==> src/rtl/ifetch_pkg.sv <==
// Shared types and defaults for the instruction fetch unit.
package ifetch_pkg;

  localparam int          IFETCH_ADDR_W   = 15;
  localparam int unsigned IFETCH_RESET_PC = 0;

  typedef struct packed {
    logic [IFETCH_ADDR_W-1:0] pc;
    logic [31:0]              instr;
  } fetch_entry_t;

endpackage

==> src/rtl/fetch_fifo.sv <==
// Synchronous instruction buffer with flush, simultaneous push/pop and a
// registered head so decode sees stable, glitch-free outputs.
module fetch_fifo
  import ifetch_pkg::*;
#(
  parameter int DEPTH = 4
) (
  input  logic                     clk,
  input  logic                     reset_n,
  input  logic                     flush,
  input  logic                     push,
  input  fetch_entry_t             push_entry,
  input  logic                     pop,
  output logic                     head_valid,
  output fetch_entry_t             head_entry,
  output logic [$clog2(DEPTH):0]   count
);

  localparam int PW = $clog2(DEPTH);

  fetch_entry_t      mem [DEPTH];
  logic [PW-1:0]     rd_ptr;
  logic [PW-1:0]     wr_ptr;
  logic [PW-1:0]     rd_nxt;
  logic [PW:0]       count_nxt;
  logic              do_push;
  logic              do_pop;

  assign do_push   = push && (count != (PW+1)'(DEPTH));
  assign do_pop    = pop && (count != '0);
  assign rd_nxt    = rd_ptr + PW'(do_pop);
  assign count_nxt = count + (PW+1)'(do_push) - (PW+1)'(do_pop);

  always_ff @(posedge clk) begin
    if (reset_n && !flush && do_push) begin
      mem[wr_ptr] <= push_entry;
    end
  end

  // When the buffer drains to the entry being pushed, the head must bypass storage.
  always_ff @(posedge clk) begin
    if (!reset_n) begin
      rd_ptr     <= '0;
      wr_ptr     <= '0;
      count      <= '0;
      head_valid <= 1'b0;
      head_entry <= '0;
    end else if (flush) begin
      rd_ptr     <= '0;
      wr_ptr     <= '0;
      count      <= '0;
      head_valid <= 1'b0;
    end else begin
      rd_ptr     <= rd_nxt;
      wr_ptr     <= wr_ptr + PW'(do_push);
      count      <= count_nxt;
      head_valid <= (count_nxt != '0);
      if (count_nxt != '0) begin
        head_entry <= (count == {{PW{1'b0}}, do_pop}) ? push_entry : mem[rd_nxt];
      end
    end
  end

endmodule

==> src/rtl/ifetch.sv <==
// Instruction fetch: sequential PC, single-cycle memory requests gated by
// buffer credits, redirect flush, and a decode-facing instruction buffer.
module ifetch
  import ifetch_pkg::*;
#(
  parameter int          ADDR_W     = IFETCH_ADDR_W,
  parameter int unsigned RESET_PC   = IFETCH_RESET_PC,
  parameter int          FIFO_DEPTH = 4
) (
  input  logic              clk,
  input  logic              reset_n,
  input  logic              fetch_en,
  input  logic              redirect_valid,
  input  logic [ADDR_W-1:0] redirect_pc,
  output logic              imem_read_cmd_valid,
  output logic [ADDR_W-1:0] imem_addr,
  input  logic [31:0]       imem_read_data,
  input  logic              imem_read_data_valid,
  output logic              inst_valid,
  output logic [31:0]       inst_data,
  output logic [ADDR_W-1:0] inst_pc,
  input  logic              inst_ready
);

  localparam int                CW          = $clog2(FIFO_DEPTH) + 1;
  localparam logic [ADDR_W-1:0] RESET_PC_W  = ADDR_W'(RESET_PC);
  localparam logic [ADDR_W-1:0] RESET_PC_AL = {RESET_PC_W[ADDR_W-1:2], 2'b00};

  logic [ADDR_W-1:0] pc;
  logic [ADDR_W-1:0] req_pc;
  logic              inflight;
  logic [CW-1:0]     fifo_count;
  logic [CW:0]       credits_used;
  logic              push;
  logic              pop;
  fetch_entry_t      push_entry;
  fetch_entry_t      head_entry;

  // Counting the outstanding request as used credit is what prevents overflow.
  assign credits_used        = {1'b0, fifo_count} + (CW+1)'(inflight);
  assign imem_read_cmd_valid = reset_n && fetch_en && !redirect_valid &&
                               (credits_used < (CW+1)'(FIFO_DEPTH));
  assign imem_addr           = pc;

  always_ff @(posedge clk) begin
    if (!reset_n) begin
      pc       <= RESET_PC_AL;
      req_pc   <= '0;
      inflight <= 1'b0;
    end else begin
      inflight <= imem_read_cmd_valid;
      if (redirect_valid) begin
        pc <= {redirect_pc[ADDR_W-1:2], 2'b00};
      end else if (imem_read_cmd_valid) begin
        pc     <= pc + ADDR_W'(4);
        req_pc <= pc;
      end
    end
  end

  assign push             = imem_read_data_valid && !redirect_valid;
  assign pop              = inst_valid && inst_ready;
  assign push_entry.pc    = IFETCH_ADDR_W'(req_pc);
  assign push_entry.instr = imem_read_data;

  fetch_fifo #(
    .DEPTH (FIFO_DEPTH)
  ) u_fifo (
    .clk        (clk),
    .reset_n    (reset_n),
    .flush      (redirect_valid),
    .push       (push),
    .push_entry (push_entry),
    .pop        (pop),
    .head_valid (inst_valid),
    .head_entry (head_entry),
    .count      (fifo_count)
  );

  assign inst_pc   = ADDR_W'(head_entry.pc);
  assign inst_data = head_entry.instr;

endmodule

==> config.mk <==
export PLATFORM = sky130hd
export DESIGN_NAME = ifetch
export DESIGN_NICKNAME = d
export VERILOG_FILES = /design/src/rtl/ifetch_pkg.sv /design/src/rtl/fetch_fifo.sv /design/src/rtl/ifetch.sv
export SDC_FILE = /design/constraint.sdc
export NUM_CORES = 1
export LEC_CHECK = 0
export ABC_CLOCK_PERIOD_IN_PS = 8400
export BUFFER_PORTS_ARGS = -buffer_cell sky130_fd_sc_hd__buf_2
export CORE_UTILIZATION = 58
export CTS_CLUSTER_SIZE = 30
export DETAILED_ROUTE_END_ITERATION = 8
export GPL_ROUTABILITY_DRIVEN = 1
export PLACE_DENSITY = 0.79
export SLEW_MARGIN = 20
export SYNTH_ARGS = -nofsm -noshare
export SYNTH_HDL_FRONTEND = slang
export SYNTH_SLANG_ARGS = --single-unit
==> constraint.sdc <==
create_clock -name clk -period 8.4 [get_ports clk]
set_clock_uncertainty 0.15 [all_clocks]
set_input_delay 2.1 -clock clk [delete_from_list [all_inputs] [get_ports clk]]
set_output_delay 2.1 -clock clk [all_outputs]
set_load 0.02 [all_outputs]
# ---- After elaboration in Yosys (flattened, before gate mapping)
# Memory sizes are Yosys's and may differ from the RTL's.
# Cells that the tools add are included.
dict set report totals {
  reg_bits 86
  ram_bits 188
  inputBits 53
  out_inout_bits 64
  n_memories 1
}
dict set report classes {
  mux 5
  order_cmp 1
  addsub 6
  reduce_logical 16
  eq_ne 2
  bitwise 2
}
# memory words width read_ports rd_ports_with_merged_regs wr line_no
set mem_list {}
lappend mem_list {u_fifo.mem 4 47 1 0 1 fetch_fifo.sv:21} ;# fetch_entry_t mem [DEPTH];
# operator count
set ops {}
lappend ops {{47-bit 2-to-1 mux} 1}
lappend ops {{15-bit 2-to-1 mux} 2}
lappend ops {{15-bit by 3-bit adder with 15-bit output (second input constant)} 1}
lappend ops {{1-bit logical AND} 9}
lappend ops {{3-bit nonzero test} 2}
lappend ops {{2-bit by 1-bit adder with 2-bit output} 2}
lappend ops {{3-bit by 1-bit adder with 4-bit output} 1}
lappend ops {{4-bit by 3-bit < comparator with 1-bit output (second input constant)} 1}
lappend ops {{2-bit AND reduction} 2}
lappend ops {{3-bit by 1-bit adder with 3-bit output} 1}
lappend ops {{3-bit by 1-bit equality test with 1-bit output} 1}
lappend ops {{3-bit inequality test (second input constant)} 1}
lappend ops {{3-bit by 1-bit subtractor with 3-bit output} 1}
lappend ops {{1-bit 2-to-1 mux} 2}
lappend ops {{1-bit inverter} 2}
lappend ops {{2-bit nonzero test} 1}
lappend ops {{2-bit OR reduction} 1}
lappend ops {{1-bit zero test} 1}

# ---- Logic depth before layout (Yosys ltp)
dict set report depth {
  depth_word 7
  ltp_mapped 10
}

# ---- Hierarchy
# Synthesis repeated with hierarchy kept, for this count alone.
dict set report hier_totals {
  cells_unflattened 718
  area_unflattened_um2 10578.9
}
# module n_inst cells_per_inst seq_area_each_um2 area_per_inst_um2
set by_module_without_submodules {}
lappend by_module_without_submodules {fetch_fifo 1 551 6746.5 9217.6}
lappend by_module_without_submodules {ifetch 1 167 540.5 1361.3}

# ---- Worst setup path before layout
# OpenSTA, ideal clock, no wires.
dict set report synth_timing {
  kind {input to register}
  start {input port redirect_valid}
  end {memory u_fifo.mem[1][0] (netlist name) (enable)}
  stages 4
  t_required_ps 7737
  arrival_ps 6170
  n_path_buf 1
  path_slack_ps 1567
  path_cell_list {clkbuf_1 > a311oi_1 > nand2_1 > nor3b_1}
}
dict set report synth_via {
  elab_chain_cells 6
}
# element line_no
set synth_lines {}
lappend synth_lines {{start: declaration} ifetch.sv:13} ;# input logic redirect_valid,
lappend synth_lines {{1-bit zero test (*)} {fetch_fifo.sv:35, ifetch.sv:61}}
lappend synth_lines {{1-bit logical AND} ifetch.sv:61} ;# assign push = imem_read_data_valid && !redirect_valid;
lappend synth_lines {{1-bit logical AND} fetch_fifo.sv:29} ;# assign do_push = push && (count != (PW+1)'(DEPTH));
lappend synth_lines {{1-bit logical AND (*)} fetch_fifo.sv:35} ;# if (reset_n && !flush && do_push) begin
lappend synth_lines {{1-bit 2-to-1 mux (*)} fetch_fifo.sv:35}
lappend synth_lines {{1-bit 2-to-1 mux (implied by the code) (*)} fetch_fifo.sv:36} ;# mem[wr_ptr] <= push_entry;
lappend synth_lines {{end: declaration} fetch_fifo.sv:21}
# Every way passes the cells marked *; elsewhere a longest branch is shown, timed or not.

# ---- Worst setup path after layout
dict set report layout_timing {
  start {input port reset_n}
  end {output port imem_read_cmd_valid}
}
dict set report layout_via {
  elab_chain_cells 3
}
# element line_no
set layout_lines {}
lappend layout_lines {{start: declaration} ifetch.sv:11} ;# input logic reset_n,
lappend layout_lines {{1-bit logical AND (3 in series)} ifetch.sv:41} ;# assign imem_read_cmd_valid = reset_n && fetch_en && !redirect_valid &&
lappend layout_lines {{end: declaration} ifetch.sv:15} ;# output logic imem_read_cmd_valid,
# Every way passes these cells.

==> flow_metrics.tcl <==
set metrics [dict create \
    status "completed" \
    synth_top_family_by_area "multiplexers" \
    final_cell_area_sq_mm 0.0117 \
    wl_um 22400 \
    synth.top_cell.area_share_pct 53.4 \
    numCtsBuffers 26 \
    synth_fa_ha_area_share_pct 0.940 \
    wl_per_cell_um 21.6 \
    insertion_delay_ns 0.52 \
    hold_viol_final 0 \
    reg2reg_to "u_fifo.head_entry[18]" \
    numPortBuffers 110 \
    r2r_cells 10 \
    cp_max_fo 64 \
    dr_total_vias 6485 \
    synth_cell_type_count 53 \
    final.setup.tns_ns 0 \
    fill_cells 1127 \
    switching_share_pct 22.2 \
    yosys-top-cells-area "edfxtp_1, dfxtp_1, mux4_2" \
    drive_gt1_share_pct 27.1 \
    p_total_w 0.00270 \
    fin_crit_ns 5.65 \
    arrival_ns 3.40 \
    gr-usage-all-layers_pct 25.1 \
    cpMaxStageDelayCell "buf_4" \
    grt_overflow 0 \
    grt_pass1_vias 6579 \
    cts_hold_buf 0 \
    cts_root_buf "clkbuf_16" \
    core_sq_mm 0.0168 \
    ys_seq_area_share_pct 69.3 \
    synthArstFlopShare_pct 0 \
    r2r_start "u_fifo.count[2]" \
    ctsResizeCount 0 \
    endpoint_kind "primary output" \
    cp_cell_sequence "buf_2 -> buf_4 -> nand2b_4 -> nor2_1 -> buf_2" \
    intPower_w 0.00210 \
    synth_compound_area_share_pct 8.93 \
    pwr-share-clk_pct 40.7 \
    p_per_area_mw_per_mm2 232 \
    cpPeakStageDelay_ns 0.55 \
    worstHoldStart "imem_addr[14]" \
    syn_area_sq_mm 0.0101 \
    syn_avg_cell_area_sq_um 14.6 \
    ys_seq_elements 260 \
    synth_mux_area_share_pct 10.0 \
    combPwrFrac_pct 6.7 \
    fp-row-count 47 \
    chipHeight_um 134 \
    rsz0062_at_grt "no" \
    holdPathStages 2 \
    die_w_um 134 \
    synth_area_leader_cell "edfxtp_1" \
    cts_tree "built" \
    yosysWarnings 0 \
    maxCapViolCount 0 \
    netlist_instances 695 \
    finalMaxSlewViolations 0 \
    antenna_found_initial 0 \
    tightest_slew_ns 1.04 \
    path_buf_inv 3 \
    switching_power_w 0.000602 \
    die_area_sq_mm 0.0180 \
    critPathLaunchType "input pin" \
    slew_headroom_pct 30.8 \
    ios 117 \
    ir_drop_mv 0.143 \
    hp-class "flip-flop to flip-flop" \
    synthSimpleGateAreaFrac_pct 7.48 \
    hold_path_end "req_pc[14]" \
    cts_setup_buffers 0 \
    clk_pin_slew_ns 0.06 \
    crit_required_ns 6.15 \
    place_area_sq_mm 0.0108 \
    diodes 0 \
    drc_errors 0 \
    p_leak_nw 4.12 \
    viasPerCell 6.25 \
    clock-sinks 260 \
    hold_slack_ns 0.374 \
    cts.htree.levels 1 \
    grt_pass1_wl_um 34500 \
    place.gp.congestion 0.790 \
    layout_common_cells "edfxtp_1, buf_2, nand2_1" \
    nNetsFinal 857 \
    power_frac_seq_pct 52.6 \
    crit_type "input pin to primary output" \
    crit_path_frequent_cell "buf_2" \
    drt-pass1-iter-count 7 \
    post-route-period-util_pct 67.3 \
    finish.utilization_pct 69.4 \
    synth-xor-area-share_pct 0.421 \
    layout_commonest_cell "edfxtp_1" \
    grt_max_degree 92 \
    area.growth.synth_to_final_pct 15.4 \
    r2r_slack_ns 4.71 \
    crit_family "buffers and inverters" \
    finalSetupViolCount 0 \
    synth_edf_count 180 \
    initial_utilization_pct 60.1 \
    drt_iter0_drc 482 \
    hpwl_um 12600 \
    clock_path_buffers 3 \
    fmax_mhz 177 \
    drtAntennaViolNets 0 \
    synth_ff_type "edfxtp_1" \
]
==> registers in the layout, summed over array words and instances, names as in the netlist <==
name	flops
u_fifo.mem	180
u_fifo.head_entry	45
imem_addr	13
req_pc	13
u_fifo.count	3
u_fifo.rd_ptr	2
u_fifo.wr_ptr	2
inflight	1
u_fifo.head_valid	1
==> through the flow <==
| stage | setup slack (ns) | instances |
|---|---|---|
| floorplan | 1.57 | 698 |
| global placement | 2.79 | 989 |
| detailed placement | 2.77 | 989 |
| CTS | 2.76 | 1037 |
| global route | 2.69 | 1037 |
| finish | 2.75 | 1037 |
==> worst max-delay path by stage <==
stage                     cells after the start                  end            from  slack, ns
final                                         5  imem_read_cmd_valid         reset_n       2.75
after global routing                          5  imem_read_cmd_valid         reset_n       2.69
after CTS                                     5  imem_read_cmd_valid         reset_n       2.76
after detailed placement                      5  imem_read_cmd_valid         reset_n       2.77
after global placement                        5  imem_read_cmd_valid         reset_n       2.79
after floorplan                               4     u_fifo.mem[1][0]  redirect_valid       1.57
==> area by class of cell <==
cell class	instances	area, sq um	share of cell area (%)
Clock buffer	43	796	6.82
Clock inverter	5	32.5	0.279
Inverter	10	37.5	0.322
Multi-Input combinational cell	377	2890	24.7
Sequential cell	260	7010	60.0
Tap cell	220	275	2.36
Timing Repair Buffer	122	641	5.49
==> worst register-to-register path: stages, from the launching register on <==
cell     delay [ns]
dfxtp_1        0.39
o311a_1        0.45
ha_1           0.30
inv_1          0.10
ha_1           0.25
fa_1           0.54
nor2_1         0.10
a21oi_4        0.16
buf_4          0.68
o21ai_0        0.29
a31oi_1        0.21
==> Yosys cell counts, types with 2 or more instances <==
library cell,n
o41ai_1,2
buf_6,3
nor3_1,3
dfxtp_1,80
edfxtp_1,180
inv_1,9
o311a_1,2
buf_2,10
and3_1,5
or3_1,6
buf_4,8
nand3_1,17
nand3_2,2
nand4_1,2
clkbuf_1,28
nand2_1,98
nor3b_1,2
nor2b_1,4
and4_1,2
mux4_2,45
a31oi_1,52
a21oi_1,18
nor4_1,2
or2_2,3
buf_1,2
xnor2_1,2
ha_1,6
o21ai_0,70
nor2_1,8
==> power groups by stage <==
stage,sequential [W],combinational [W],clock [W]
2_1_floorplan,0.00147,0.0000794,0
3_3_place_gp,0.00145,0.000170,0
3_5_place_dp,0.00145,0.000178,0
4_1_cts,0.00142,0.000180,0.00111
5_1_grt,0.00143,0.000194,0.00115
6_report,0.00142,0.000180,0.00110
==> kinds of logic after synthesis <==
kind of cell,after synthesis
AO/OA/AOI/OAI,155
adder cells (fa/ha/maj),7
XOR/XNOR,4
buffers and inverters,61
other,1
AND/OR/NAND/NOR,162
multiplexers,45
flip-flops,260
==> routing by layer <==
layer  up-vias  global-route usage, %  wire length, um
met5         -                      0                0
met4         0                   8.24              399
met3        34                   3.55             1680
met2       330                   42.4            11400
met1      3248                   33.7             8930
li1       2873                      -                -
No activity file was read; power rests on OpenSTA's default activity.
